## src/rtl/boltzmann_sample_collector.sv

```systemverilog
// boltzmann_sample_collector: node-on and node/neighbour co-activation counters over a sampling run.
// Build option COLLECTOR_BURNIN_EN adds a BURN phase that discards BURN_IN samples after each start.
module boltzmann_sample_collector #(
  parameter int NUM_SWEEPS = 256,
  parameter int BURN_IN    = 16,
  parameter int CNT_W      = 16
) (
  input  logic             clk,
  input  logic             on,
  input  logic             start,
  input  logic             sample_valid,
  input  logic             node,
  input  logic [3:0]       neighbours,
  output logic             busy,
  output logic             done,
  input  logic [2:0]       rd_addr,
  output logic [CNT_W-1:0] rd_data
);
  localparam int SW = $clog2(NUM_SWEEPS + 1);
  typedef enum logic [1:0] {IDLE, BURN, COLLECT, DONE} state_t;
`ifdef COLLECTOR_BURNIN_EN
  localparam state_t FIRST = BURN;
`else
  localparam state_t FIRST = COLLECT;
`endif
  state_t           state;
  logic [SW-1:0]    scnt;
  logic [CNT_W-1:0] cnt [5];
  logic [4:0]       hit;
  logic [CNT_W-1:0] sel;
  // bit 0 is the node-on term, bits 1..4 pair the node with each neighbour
  assign hit = {neighbours & {4{node}}, node};
  assign sel = (rd_addr > 3'd4) ? '0 : cnt[rd_addr];
  always_ff @(posedge clk or negedge on)
    if (!on) begin
      state   <= IDLE;
      busy    <= 1'b0;
      done    <= 1'b0;
      rd_data <= '0;
      scnt    <= '0;
      for (int i = 0; i < 5; i++) cnt[i] <= '0;
    end else begin
      rd_data <= sel;
      case (state)
        IDLE, DONE: if (start) begin
          state <= FIRST;
          busy  <= 1'b1;
          done  <= 1'b0;
          scnt  <= '0;
          for (int i = 0; i < 5; i++) cnt[i] <= '0;
        end
`ifdef COLLECTOR_BURNIN_EN
        BURN: if (sample_valid) begin
          if (scnt == SW'(BURN_IN - 1)) begin
            state <= COLLECT;
            scnt  <= '0;
          end else scnt <= scnt + 1'b1;
        end
`endif
        COLLECT: if (sample_valid) begin
          // counters stick at all-ones instead of wrapping
          for (int i = 0; i < 5; i++) if (hit[i] && cnt[i] != '1) cnt[i] <= cnt[i] + 1'b1;
          scnt <= scnt + 1'b1;
          if (scnt == SW'(NUM_SWEEPS - 1)) begin
            state <= DONE;
            busy  <= 1'b0;
            done  <= 1'b1;
          end
        end
        default: ;
      endcase
    end
endmodule
```

## config.mk

```make
export PLATFORM = sky130hd
export DESIGN_NAME = boltzmann_sample_collector
export DESIGN_NICKNAME = d
export VERILOG_FILES = /design/src/rtl/boltzmann_sample_collector.sv
export SDC_FILE = /design/constraint.sdc
export NUM_CORES = 1
export LEC_CHECK = 0
export ABC_CLOCK_PERIOD_IN_PS = 3000
export CAP_MARGIN = 25
export CORE_MARGIN = 4
export CORE_UTILIZATION = 32
export DETAILED_ROUTE_END_ITERATION = 8
export GPL_TIMING_DRIVEN = 1
export PLACE_DENSITY_LB_ADDON = 0.3
export RECOVER_POWER = 50
export SYNTH_ARGS = -nofsm -noshare
export SYNTH_HDL_FRONTEND = slang
export SYNTH_SLANG_ARGS = --single-unit
```

## constraint.sdc

```tcl
create_clock -name clk -period 3 [get_ports clk]
set_clock_uncertainty 0.2 [all_clocks]
set_input_delay 0.45 -clock clk [delete_from_list [all_inputs] [get_ports clk]]
set_output_delay 0.45 -clock clk [all_outputs]
set_load 0.03 [all_outputs]
```

==> results.py <==
metrics = {
    "logic_synthesis": {
        "syn_area_um2": 6110,
        "synth.distinct_cells": 57,
        "netlist_instances": 647,
        "syn_nets": 667,
        "yosysWarnings": 0,
        "synth_seq_cells": 108,
        "synthFlopType": "dfrtp_1",
        "ys_async_sr_fraction_pct": 100,
        "ys_seq_area_share_pct": 44.3,
        "postSynthAreaPerCell_um2": 9.44,
        "synth-edff-count": 0,
    },
    "timing": {
        "max_freq_ghz": 0.347,
        "finalSetupViolCount": 0,
        "relSlewSlack_pct": 32.5,
        "fin_crit_ns": 2.88,
        "worst_pin_slew_ns": 1.01,
        "drv_slew": 0,
        "fin_tns_setup_ns": 0,
        "timing.final.crit_share_pct": 96.0,
        "rsz0062_at_grt": "no",
        "hold_viol": 0,
    },
    "setup_path": {
        "critical_path_class": "reg -> reg",
        "cp-end-kind": "register",
        "slowest_stage": "a21oi_1",
        "cp_data_arrival_time_ns": 2.92,
        "worstPathCellList": "ha_1 > nand4_1 > or4_1 > a21oi_1 > o21ai_0 > o41ai_1",
        "crit_required_ns": 3.04,
        "crit_path_start_kind": "register",
        "rr_worst_depth": 6,
        "crit_path_max_incr_delay_ns": 0.77,
        "cp_max_fo": 11,
    },
    "clock_network": {
        "cts_tree": "yes",
        "hold_buffers": 1,
        "cts_resized": 0,
        "cts_root_buffer": "clkbuf_16",
        "clockBufferDepth": 2,
        "cts_setup_buffers": 0,
        "clkTransAtPathRegs_ns": 0.07,
        "worstSkewPairLatency_ns": 0.36,
        "cts_sinks": 108,
        "htreeDepth": 3,
        "cts_made_buffers": 9,
    },
    "cells_and_area": {
        "drive_gt1_share_pct": 9.37,
        "finalCoreUtilization_pct": 37.6,
        "final_common_cell": "dfrtp_1",
        "diodes": 0,
        "syn_to_final_growth_pct": 15.1,
        "final_cell_mix": "dfrtp_1, nand2_1, nor2_1",
        "nNetsFinal": 698,
    },
    "grt": {
        "antenna_found_initial": 0,
        "grt_pass1_wl_mm": 26.7,
        "grt_pass1_vias": 5016,
        "grt_max_degree": 45,
        "globalRouteTotalUtil_pct": 15.6,
        "grt_overflow": 0,
    },
    "floorplanning": {
        "dieArea_um2": 21400,
        "die_height_um": 146,
        "initial_utilization_pct": 32.6,
        "fp.coreArea_um2": 18700,
        "ios": 30,
        "std_cell_rows": 50,
        "fp.dieW_um": 146,
    },
    "min_path": {
        "hold_path.class": "reg -> reg",
        "whs_path_depth": 2,
    },
    "run_status": {
        "status": "finished clean",
    },
    "detailed_routing": {
        "wl_per_cell_um": 18.1,
        "wl_mm": 16.6,
        "via_per_inst": 5.63,
        "dr.first_iter.drc_count": 433,
        "drt-pass1-iter-count": 5,
        "drc": 0,
        "antenna_left": 0,
        "vias": 5164,
    },
    "place": {
        "gp_congestion": 0.913,
        "dp_hpwl_mm": 12.1,
        "io_buffers": 29,
    },
    "power": {
        "pwr_density_cell_nw_per_um2": 398,
        "peakVddDrop_uv": 242,
        "power_leakage_nw": 2.94,
    },
    "flow_run": {
        "maxCapViolations": 0,
    },
}
## logic make-up (layout without fill, tap and decap cells)
group           after synthesis  after routing  synth area share, %
fa+ha+maj                     8              8                 1.64
buf+inv                      53             89                 3.48
xor+xnor                     32             32                 4.59
mux                          22             22                 7.01
flops                       108            108                 44.3
simple gates                296            296                 25.4
compound gates              128            128                 13.6
## area by class of cell
type	count	area (um^2)
Clock buffer	9	225
Clock inverter	7	86.3
Fill cell	1855	11700
Inverter	26	97.6
Multi-Input combinational cell	486	3200
Sequential cell	108	2700
Tap cell	234	293
Timing Repair Buffer	47	428
## cell usage after synthesis, drive strengths merged (3+ instances only)
cell	n	share of area, %
mux2	3	0.61
a21o	10	1.2
nand2	74	4.6
nand3	38	3.1
ha	8	1.6
dfrtp	108	44
o211ai	7	0.86
o21ai	46	3.8
o31ai	7	0.86
nand4	25	3.2
buf	10	0.84
xnor2	12	1.7
o22ai	5	0.51
clkbuf	17	1.0
nand4b	4	0.57
and3	18	1.8
a21oi	17	1.4
or3	14	1.5
nor3b	3	0.45
nor3	19	1.6
or2	4	0.41
inv	26	1.6
a31oi	4	0.41
and4	7	1.0
mux2i	3	0.49
nand2b	3	0.31
nor2b	4	0.41
nor4	16	1.6
nand3b	5	0.61
a22o	17	2.4
nor2	58	3.6
mux4	16	5.9
xor2	20	2.9
## sequential cells by signal (all words and copies together), names as in the netlist
name,cells
scnt,9
rd_data,16
cnt,80
busy,1
state,2
## power breakdown
part / leakage [nW] / internal (mW) / switching (mW)
clock network: 0.141 / 0.659 / 0.576
registers: 1.46 / 1.46 / 0.000691
logic: 1.34 / 0.0359 / 0.0677
## layer usage
metal	vias up	wire length (um)	track usage [%]
met5	-	0	0
met1	2565	7610	21.2
met4	0	533	6.11
met3	31	814	3.23
li1	2445	-	-
met2	123	7630	24.6
## worst max-delay path: cells and delay by family, from the launching register on
family	cells	cell delay [ns]
flip-flops	1	0.46
adder cells (fa/ha/maj)	1	0.25
AO/OA/AOI/OAI	3	1.08
AND/OR/NAND/NOR	2	0.77
## path summary, 6_finish.rpt
| path | start | endpoint | slack, ns |
|---|---|---|---|
| hold / removal | busy$_DFFE_PN0P_ | busy$_DFFE_PN0P_ | 0.28 |
| hold reg to reg | busy$_DFFE_PN0P_ | busy$_DFFE_PN0P_ | 0.28 |
| min in group asynchronous | on | cnt[66]$_DFFE_PN0P_ | 0.60 |
| setup reg to reg | cnt[64]$_DFFE_PN0P_ | cnt[74]$_DFFE_PN0P_ | 0.12 |
| setup / recovery | cnt[64]$_DFFE_PN0P_ | cnt[74]$_DFFE_PN0P_ | 0.12 |
| max in group asynchronous | on | cnt[42]$_DFFE_PN0P_ | 0.42 |
## metrics by stage
stage               std cells  hold slack, ns  power, mW  setup slack [ns]  instance area (um^2)
CTS                       917           0.293       2.84             0.215                  7050
detailed placement        900           0.270       1.60             0.164                  6730
finish                    917           0.284       2.80             0.121                  7030
floorplan                 647         -0.0456       1.52             0.502                  6110
global route              917           0.327       2.90            0.0218                  7030
global placement          900           0.270       1.60             0.263                  6730
Power figures use the tool's default switching activity.
